### src/rtl/adder_share_pkg.sv
// rtl/adder_share_pkg.sv - shared state type, defaults and round-robin grant helper
//
// Used by adder_share_arb and adder_cin_dp.
//   state_t   : IDLE / ADD / RESP sequencer states
//   DEF_NREQ  : default requester count
//   DEF_W     : default operand width
//   BLK_W     : width of one adder block in the shared datapath
//   rr_grant  : first requesting index at or after ptr, wrapping at nreq

package adder_share_pkg;

    localparam int DEF_NREQ = 4;
    localparam int DEF_W    = 32;
    localparam int BLK_W    = 6;

    typedef enum logic [1:0] {
        IDLE = 2'd0,
        ADD  = 2'd1,
        RESP = 2'd2
    } state_t;

    // Request vector and pointer are widened to the 8-requester maximum so one
    // function serves every NREQ; the caller truncates the returned index.
    function automatic int unsigned rr_grant(input logic [7:0]  req,
                                             input logic [2:0]  ptr,
                                             input int unsigned nreq);
        int unsigned g;
        int unsigned idx;
        logic        hit;
        g   = 0;
        hit = 1'b0;
        for (int unsigned k = 0; k < 8; k++) begin
            idx = (32'(ptr) + k) % nreq;
            if (!hit && (k < nreq) && req[idx[2:0]]) begin
                g   = idx;
                hit = 1'b1;
            end
        end
        return g;
    endfunction

endpackage

### src/rtl/adder_cin_dp.sv
// rtl/adder_cin_dp.sv - combinational W-bit adder with carry-in, W+1-bit result
//
// Ports:
//   a, b  in  W    operands (treated as unsigned)
//   cin   in  1    carry-in
//   sum   out W+1  a + b + cin; bit W is the carry-out
//
// Built from ripple-chained BLK_W-bit adder blocks; the bits left over when W
// is not a multiple of BLK_W are finished with single full-adder cells.

module adder_cin_dp
    import adder_share_pkg::*;
#(
    parameter int W = DEF_W
) (
    input  logic [W-1:0] a,
    input  logic [W-1:0] b,
    input  logic         cin,
    output logic [W:0]   sum
);

    localparam int NB = W / BLK_W;
    localparam int NR = W % BLK_W;

    logic [NB:0] blk_c;
    logic [NR:0] fa_c;

    assign blk_c[0] = cin;

    for (genvar gi = 0; gi < NB; gi++) begin : g_blk
        logic [BLK_W:0] blk_s;
        assign blk_s = {1'b0, a[gi*BLK_W +: BLK_W]}
                     + {1'b0, b[gi*BLK_W +: BLK_W]}
                     + {{BLK_W{1'b0}}, blk_c[gi]};
        assign sum[gi*BLK_W +: BLK_W] = blk_s[BLK_W-1:0];
        assign blk_c[gi+1]            = blk_s[BLK_W];
    end

    assign fa_c[0] = blk_c[NB];

    for (genvar gj = 0; gj < NR; gj++) begin : g_fa
        localparam int B = NB*BLK_W + gj;
        assign sum[B]     = a[B] ^ b[B] ^ fa_c[gj];
        assign fa_c[gj+1] = (a[B] & b[B]) | (fa_c[gj] & (a[B] ^ b[B]));
    end

    assign sum[W] = fa_c[NR];

endmodule

### src/rtl/adder_share_arb.sv
// rtl/adder_share_arb.sv - round-robin arbiter sharing one adder among NREQ requesters
//
// Ports:
//   clk, rst     in   clock (rising edge), asynchronous active-high reset
//   req_valid    in   NREQ     per-requester operand valid
//   req_ready    out  NREQ     one-hot accept, only in IDLE
//   req_x, req_y in   NREQ*W   operands, requester i at [i*W +: W]
//   req_chain    in   NREQ     chain flag (only with ADDER_ARB_CHAIN_EN)
//   rsp_valid    out  1        result valid (registered)
//   rsp_ready    in   1        result consumer ready
//   rsp_id       out  clog2    requester owning rsp_sum
//   rsp_sum      out  W+1      x + y + cin
//   busy         out  1        sequencer not in IDLE
//
// Optional feature macro: ADDER_ARB_CHAIN_EN enables carry chaining with a
// per-requester lock so multi-word sums can be built from successive ops.

module adder_share_arb
    import adder_share_pkg::*;
#(
    parameter int NREQ = DEF_NREQ,
    parameter int W    = DEF_W
) (
    input  logic                     clk,
    input  logic                     rst,
    input  logic [NREQ-1:0]          req_valid,
    output logic [NREQ-1:0]          req_ready,
    input  logic [NREQ*W-1:0]        req_x,
    input  logic [NREQ*W-1:0]        req_y,
`ifdef ADDER_ARB_CHAIN_EN
    input  logic [NREQ-1:0]          req_chain,
`endif
    output logic                     rsp_valid,
    input  logic                     rsp_ready,
    output logic [$clog2(NREQ)-1:0]  rsp_id,
    output logic [W:0]               rsp_sum,
    output logic                     busy
);

    localparam int IW = $clog2(NREQ);

    state_t        state, state_n;
    logic [IW-1:0] rr_ptr;
    logic [IW-1:0] rr_next;
    logic [IW-1:0] grant;
    logic          grant_ok;
    logic          accept;
    logic [IW-1:0] g_r;
    logic [W-1:0]  x_r;
    logic [W-1:0]  y_r;
    logic [W:0]    sum_r;
    logic [W:0]    dp_sum;
    logic          cin;
    logic          rsp_valid_r;

`ifdef ADDER_ARB_CHAIN_EN
    logic          chain_r;
    logic          c_r;
    logic          lock_v;
    logic [IW-1:0] lock_id;

    // While a chain is open only its owner may be granted, so no other op
    // can slip between the low and high words.
    always_comb begin
        grant    = IW'(rr_grant(8'(req_valid), 3'(rr_ptr), NREQ));
        grant_ok = |req_valid;
        if (lock_v) begin
            grant    = lock_id;
            grant_ok = req_valid[lock_id];
        end
    end

    // c_r is zero whenever no chain is open, so it can feed cin directly.
    assign cin = c_r;
`else
    always_comb begin
        grant    = IW'(rr_grant(8'(req_valid), 3'(rr_ptr), NREQ));
        grant_ok = |req_valid;
    end

    assign cin = 1'b0;
`endif

    adder_cin_dp #(
        .W (W)
    ) u_dp (
        .a   (x_r),
        .b   (y_r),
        .cin (cin),
        .sum (dp_sum)
    );

    assign rr_next = (g_r == IW'(NREQ - 1)) ? '0 : g_r + 1'b1;

    always_comb begin
        state_n   = state;
        req_ready = '0;
        accept    = 1'b0;
        case (state)
            IDLE: begin
                if (grant_ok) begin
                    req_ready[grant] = 1'b1;
                    accept           = 1'b1;
                    state_n          = ADD;
                end
            end
            ADD: begin
                state_n = RESP;
            end
            RESP: begin
                if (rsp_ready) begin
                    state_n = IDLE;
                end
            end
            default: begin
                state_n = IDLE;
            end
        endcase
    end

    always_ff @(posedge clk or posedge rst) begin
        if (rst) begin
            state       <= IDLE;
            rr_ptr      <= '0;
            g_r         <= '0;
            x_r         <= '0;
            y_r         <= '0;
            sum_r       <= '0;
            rsp_valid_r <= 1'b0;
`ifdef ADDER_ARB_CHAIN_EN
            chain_r     <= 1'b0;
            c_r         <= 1'b0;
            lock_v      <= 1'b0;
            lock_id     <= '0;
`endif
        end else begin
            state       <= state_n;
            rsp_valid_r <= (state_n == RESP);

            if (accept) begin
                x_r <= req_x[grant*W +: W];
                y_r <= req_y[grant*W +: W];
                g_r <= grant;
`ifdef ADDER_ARB_CHAIN_EN
                chain_r <= req_chain[grant];
`endif
            end

            if (state == ADD) begin
                sum_r <= dp_sum;
`ifdef ADDER_ARB_CHAIN_EN
                if (chain_r) begin
                    c_r     <= dp_sum[W];
                    lock_v  <= 1'b1;
                    lock_id <= g_r;
                end
`endif
            end

            if ((state == RESP) && rsp_ready) begin
`ifdef ADDER_ARB_CHAIN_EN
                // The pointer only moves once the chain closes, so the
                // owner's turn covers every word of its multi-word sum.
                if (!chain_r) begin
                    c_r    <= 1'b0;
                    lock_v <= 1'b0;
                    rr_ptr <= rr_next;
                end
`else
                rr_ptr <= rr_next;
`endif
            end
        end
    end

    assign rsp_valid = rsp_valid_r;
    assign rsp_id    = g_r;
    assign rsp_sum   = sum_r;
    assign busy      = (state != IDLE);

endmodule

### config.mk
export PLATFORM = sky130hd
export DESIGN_NAME = adder_share_arb
export DESIGN_NICKNAME = d
export VERILOG_FILES = /design/src/rtl/adder_share_pkg.sv /design/src/rtl/adder_cin_dp.sv /design/src/rtl/adder_share_arb.sv
export SDC_FILE = /design/constraint.sdc
export NUM_CORES = 1
export LEC_CHECK = 0
export ABC_AREA = 1
export CORE_UTILIZATION = 41
export DETAILED_ROUTE_END_ITERATION = 10
export PLACE_DENSITY = 0.86
export SLEW_MARGIN = 20
export SYNTH_ARGS = -nofsm -noshare
export SYNTH_HDL_FRONTEND = slang
export SYNTH_SLANG_ARGS = --single-unit
### constraint.sdc
create_clock -name clk -period 7.22 [get_ports clk]
set_input_delay 1.444 -clock clk [delete_from_list [all_inputs] [get_ports clk]]
set_output_delay 1.444 -clock clk [all_outputs]
set_load 0.05 [all_outputs]
After elaboration in Yosys (flattened, before gate mapping)
Index checks and enable logic that the tools add are counted.
W data, S select, Z words.
- order comparisons: 6
- equal/unequal tests: 4
- reductions and logical operators: 11
- muxes and demuxes: 25
- add/subtract/negate cells: 13
- shifts and indexed selects: 2
- bitwise operators: 10
- operators by type and width (operator ; count):
    $shiftx A128 B8 Y32 ; 2
    $add A6 B6 Y7 ; 5
    $add A7 B1 Y7 ; 4
    $lt A2 B4 Y1 const B ; 4
    $mux W2 ; 7
    $mux W1 ; 10
    $bmux W1 S2 ; 4
    $mux W4 ; 2
    $eq A2 B2 Y1 const B ; 3
    $pmux W2 S3 ; 1
    $logic_and A1 B1 Y1 ; 5
    $add A2 B1 Y2 const B ; 2
    $add A2 B2 Y2 const B ; 2
    $and A1 B1 Y1 ; 4
    $reduce_or A4 Y1 ; 1
    $xor A1 B1 Y1 ; 4
    $logic_not A1 Y1 ; 3
    $lt A2 B3 Y1 const B ; 1
    $demux W1 S2 ; 1
    $eq A2 B1 Y1 const B ; 1
    $ge A2 B1 Y1 const B ; 1
    $logic_not A2 Y1 ; 1
    $or A1 B1 Y1 ; 2
    $reduce_bool A2 Y1 ; 1
- logic and storage cells: 78
- register bits: 104

Logic depth before layout (Yosys ltp)
- depth after elaboration: 18
- mapped depth: 43

Cells and area by module
From an unflattened synthesis, not the netlist that was laid out.
- cell total of the unflattened synthesis: 1376
- area total of the unflattened synthesis: 8644.5 um^2
- modules (own cells, without submodules) (module ; instances ; area each (um^2) ; sequential area each (um^2) ; cells an instance):
    adder_share_arb ; 1 ; 7429.6 ; 2602.5 ; 1197
    adder_cin_dp ; 1 ; 1214.9 ; 0.0 ; 179

Least setup slack after synthesis
OpenSTA, ideal clock, no wires.
- kind: register -> register
- from: register y_r[0]
- to: register sum_r[31] (netlist: rsp_sum[31])
- setup slack: 0.102 ns
- buffers on the path: 0
- data required time: 7.137 ns
- data arrival time: 7.035 ns
- cell stages (with the launch flop): 44
- cells stage by stage: dfrtp_1 -> ha_1 -> fa_1 -> inv_1 -> o31ai_1 -> inv_1 -> nor2_1 -> nor2_1 -> o21bai_1 -> fa_1 -> fa_1 -> inv_1 -> o31ai_1 -> inv_1 -> nor2_1 -> nor2_1 -> o21bai_1 -> fa_1 -> (+8 left out) -> fa_1 -> inv_1 -> o31ai_1 -> inv_1 -> nor2_1 -> nor2_1 -> o21bai_1 -> fa_1 -> fa_1 -> inv_1 -> o31ai_1 -> and2_1 -> o21ai_0 -> nand2_1 -> fa_1 -> inv_1 -> fa_1 -> o21ai_0
- longest elaborated chain between the ends: 8
- ends and longest elaborated chain (item ; line ; text):
    start: declaration ; adder_share_arb.sv:50 ; logic [W-1:0] y_r;
    start signal: assignment ; adder_share_arb.sv:142 ; y_r <= req_y[grant*W +: W];
    $add A6 B6 Y7 ; adder_cin_dp.sv:33 ; + {1'b0, b[gi*BLK_W +: BLK_W]}
    $add A7 B1 Y7 (4 in series) ; adder_cin_dp.sv:34 ; + {{BLK_W{1'b0}}, blk_c[gi]};
    $and A1 B1 Y1 ; adder_cin_dp.sv:44 ; assign fa_c[gj+1] = (a[B] & b[B]) | (fa_c[gj] & (a[B] ^ b[B]));
    $or A1 B1 Y1 ; adder_cin_dp.sv:44 ;
    $xor A1 B1 Y1 ; adder_cin_dp.sv:43 ; assign sum[B] = a[B] ^ b[B] ^ fa_c[gj];
    end signal: assignment ; adder_share_arb.sv:150 ; sum_r <= dp_sum;
    end: declaration ; adder_share_arb.sv:51 ; logic [W:0] sum_r;
Every way passes these cells.
A chain may end at the register's enable or synchronous reset.

Final worst setup path
- from: register x_r[0]
- to: register sum_r[31] (netlist: rsp_sum[31])
- longest elaborated chain between the ends: 8
- ends and longest elaborated chain (item ; line ; text):
    start: declaration ; adder_share_arb.sv:49 ; logic [W-1:0] x_r;
    start signal: assignment ; adder_share_arb.sv:141 ; x_r <= req_x[grant*W +: W];
    $add A6 B6 Y7 ; adder_cin_dp.sv:33 ;
    $add A7 B1 Y7 (4 in series) ; adder_cin_dp.sv:34 ;
    $and A1 B1 Y1 ; adder_cin_dp.sv:44 ;
    $or A1 B1 Y1 ; adder_cin_dp.sv:44 ;
    $xor A1 B1 Y1 ; adder_cin_dp.sv:43 ;
Every way passes these cells.

==> run summary <==
CTS Hold Bufs: 0
Root Driver: clkbuf_16
Cells after Synth: 1280
H-tree lvl count: 3
Crit path DAT: 7.58 ns
Final setup viols: 1
Final core utilization: 60.74%
Setup tns final: -0.1013 ns
Cell Rows: 50
Starting density of the core: 42.22%
Psw: 0.003642 W
CTS sink count: 104
CTS tree: yes
Clk buf depth: 2
Final setup margin: -0.1013 ns
Area delta synth->final: 43.86%
Clk pin slew, worst setup/hold paths: 0.07 ns
Number of global-route vias before repair: 8295
Library cells used by synthesis: 29
Crit-path slowest cell: fa_1
Ports: 304
Avg Inst Size Synth: 6.232 sq um
Via count: 8989
Final hold slack: 0.4741 ns
Reg power frac: 17.8%
Leak: 6.080 nW
Commonest cells after routing, fill and taps aside: nand2_1, clkdlybuf4s50_1, nand3_1, dfrtp_1, inv_1
Fin area: 0.01147 sq mm
DR iter-0 viols: 564
CTS Buf Count: 9
Hold path endpoint: rsp_sum[7]
Crit-path max FO: 2
R2r setup slk: -0.10 ns
Min cycle time layout: 7.321 ns
GPL Wtd Cong: 0.9054
Post-synthesis sequential area ratio: 32.63%
Crit path kind: flop to flop
Clk pwr share: 7.2%
Most common cell after layout, fill and taps aside: nand2_1
Worst Hold Class: flop to flop
CP Capture Type: flop
Area post-placement: 0.01104 sq mm
Min-Delay Startpoint: rsp_sum[7]
VDD IR-drop max: 0.3522 mV
Max cap viols: 0
Flops & latches, synth: 104
Cell mode on critical path: fa_2
Die height: 141.5 um
Worst skew pair latency: 0.34 ns
Layout cells sized above 1: 5.556%
Hpwl dp: 20020 um
Internal power: 0.002656 W
R2R Path End: rsp_sum[31]
Final hold violation count: 0
Synth Cell Area: 0.007976 sq mm
Post-synthesis net count: 1581
Clock Skews: 0.007072 ns
Synth warn: 0
DRC errors left: 0
Violated checks: negative setup slack
CP Launch Type: flop
Core Area: 0.01889 sq mm
Antenna viol nets, final: 0
Buf/Inv on CP: 10
Largest stage delay, worst path: 0.41 ns
Final Cycle Share: 101.4%
Fin nets: 1845
Switching Fraction: 57.83%
Largest delay share family, worst path: adder cells
Slew HR: 32.54%
Worst R2R Start: x_r[0]
Max frequency: 136.6 MHz
First-pass GRT wire length: 42290 um
Final max-slew violation count: 0
Initial antenna violation count: 3
Total GRT Usage: 26.94%
Worst Hold Depth: 2
Drt via density: 4.969
Status: finished with violations
Die Span X: 141.5 um
Area of the die: 0.02002 sq mm
Total gr overflow: 0
Wirelength per Cell: 15.04 um
P per Cell Area: 548.9 mW/mm^2
Reg2Reg Depth: 43
Largest net degree at the start of global routing: 104
Comb pwr share: 75.0%
# port buffers: 303
Drt total wl: 27210 um
WP data required: 7.48 ns
Unrepaired setup endpoints after global routing: yes
Slew @ Worst Pin: 1.012 ns
DR pass1 iterations: 5
==> power groups by stage <==
stage          logic [W]  clock network (W)  registers, W
6_report         0.00473           0.000453       0.00112
2_1_floorplan    0.00315                  0       0.00137
5_1_grt          0.00530           0.000485       0.00115
4_1_cts          0.00462           0.000456       0.00111
3_5_place_dp     0.00456                  0       0.00112
3_3_place_gp     0.00448                  0       0.00111
==> synthesized netlist by cell type (all sizes together) <==
cell,instances,area [sq um]
o31ai,15,112.6
nor3,2,10.01
ha,27,337.8
nor2,43,163.9
or2,1,6.260
o21bai,9,67.56
dfrtp,104,2603
clkbuf,18,67.56
clkinv,1,3.750
nor4,1,6.260
inv,54,202.7
a21oi,13,65.06
fa,11,220.2
o21ai,20,103.9
and2,1,6.260
a31oi,5,31.28
a21boi,1,7.510
a21o,4,30.03
buf,59,396.6
nand3,138,695.7
nand2,753,2839
==> per-layer routing <==
metal	vias up	global-route usage [%]	routed length [um]
li1	4521	-	-
met5	-	0	24
met2	326	43.77	12760
met4	4	8.602	698
met1	4087	36.64	12110
met3	51	4.455	1616
==> registers in the layout, indices dropped and copies added, names as in the netlist <==
signal / flops
rsp_sum: 33
y_r: 32
x_r: 32
rsp_valid: 1
rsp_id: 2
state: 2
rr_ptr: 2
==> worst max path at each step <==
stage          startpoint           to  depth (start not counted)
6_report           x_r[0]  rsp_sum[31]                         43
5_1_grt            x_r[0]  rsp_sum[31]                         43
4_1_cts            y_r[3]  rsp_sum[31]                         42
3_5_place_dp       y_r[0]  rsp_sum[31]                         43
3_3_place_gp       y_r[0]  rsp_sum[31]                         43
2_1_floorplan      y_r[0]  rsp_sum[31]                         43
==> repair_timing <==
item                                    CTS  global route
gates resized for setup                  18            15
pin swaps                                 3             4
setup buffers                             1             8
endpoints found under the setup margin    3             3
==> worst reg2reg max path, delay by kind of cell, from the launching register on <==
family | cells | cell delay, ns
buffers and inverters | 10 | 0.80
DFF | 1 | 0.39
adders and majority gates | 12 | 4.25
AOI/OAI and AO/OA | 11 | 1.01
and+or+nand+nor | 10 | 0.81
==> metrics by stage <==
stage	std cells	power (W)	setup slack (ns)
2_1_floorplan	1280	0.004520	0.1019
3_3_place_gp	1784	0.005589	-0.3019
3_5_place_dp	1784	0.005673	-0.5322
4_1_cts	1800	0.006192	-0.007927
5_1_grt	1809	0.006933	-0.4127
6_report	1809	0.006298	-0.1013
==> cell type report <==
cell class	count	area, sq um
clock buffer	12	246.5
antenna	1	2.502
timing repair buffer	330	3236
clock inverter	3	18.77
multi-input combinational	1044	4835
sequential	104	2603
tap	260	325.3
fill	1754	7418
inverter	55	209.0
==> cells by family after synthesis <==
group | synth area share (%)
adder cells (fa/ha/maj) | 6.996
AND/OR/NAND/NOR | 46.73
flip-flops | 32.63
buffers and inverters | 8.408
AO/OA/AOI/OAI | 5.239
No activity file was read; power rests on OpenSTA's default activity.
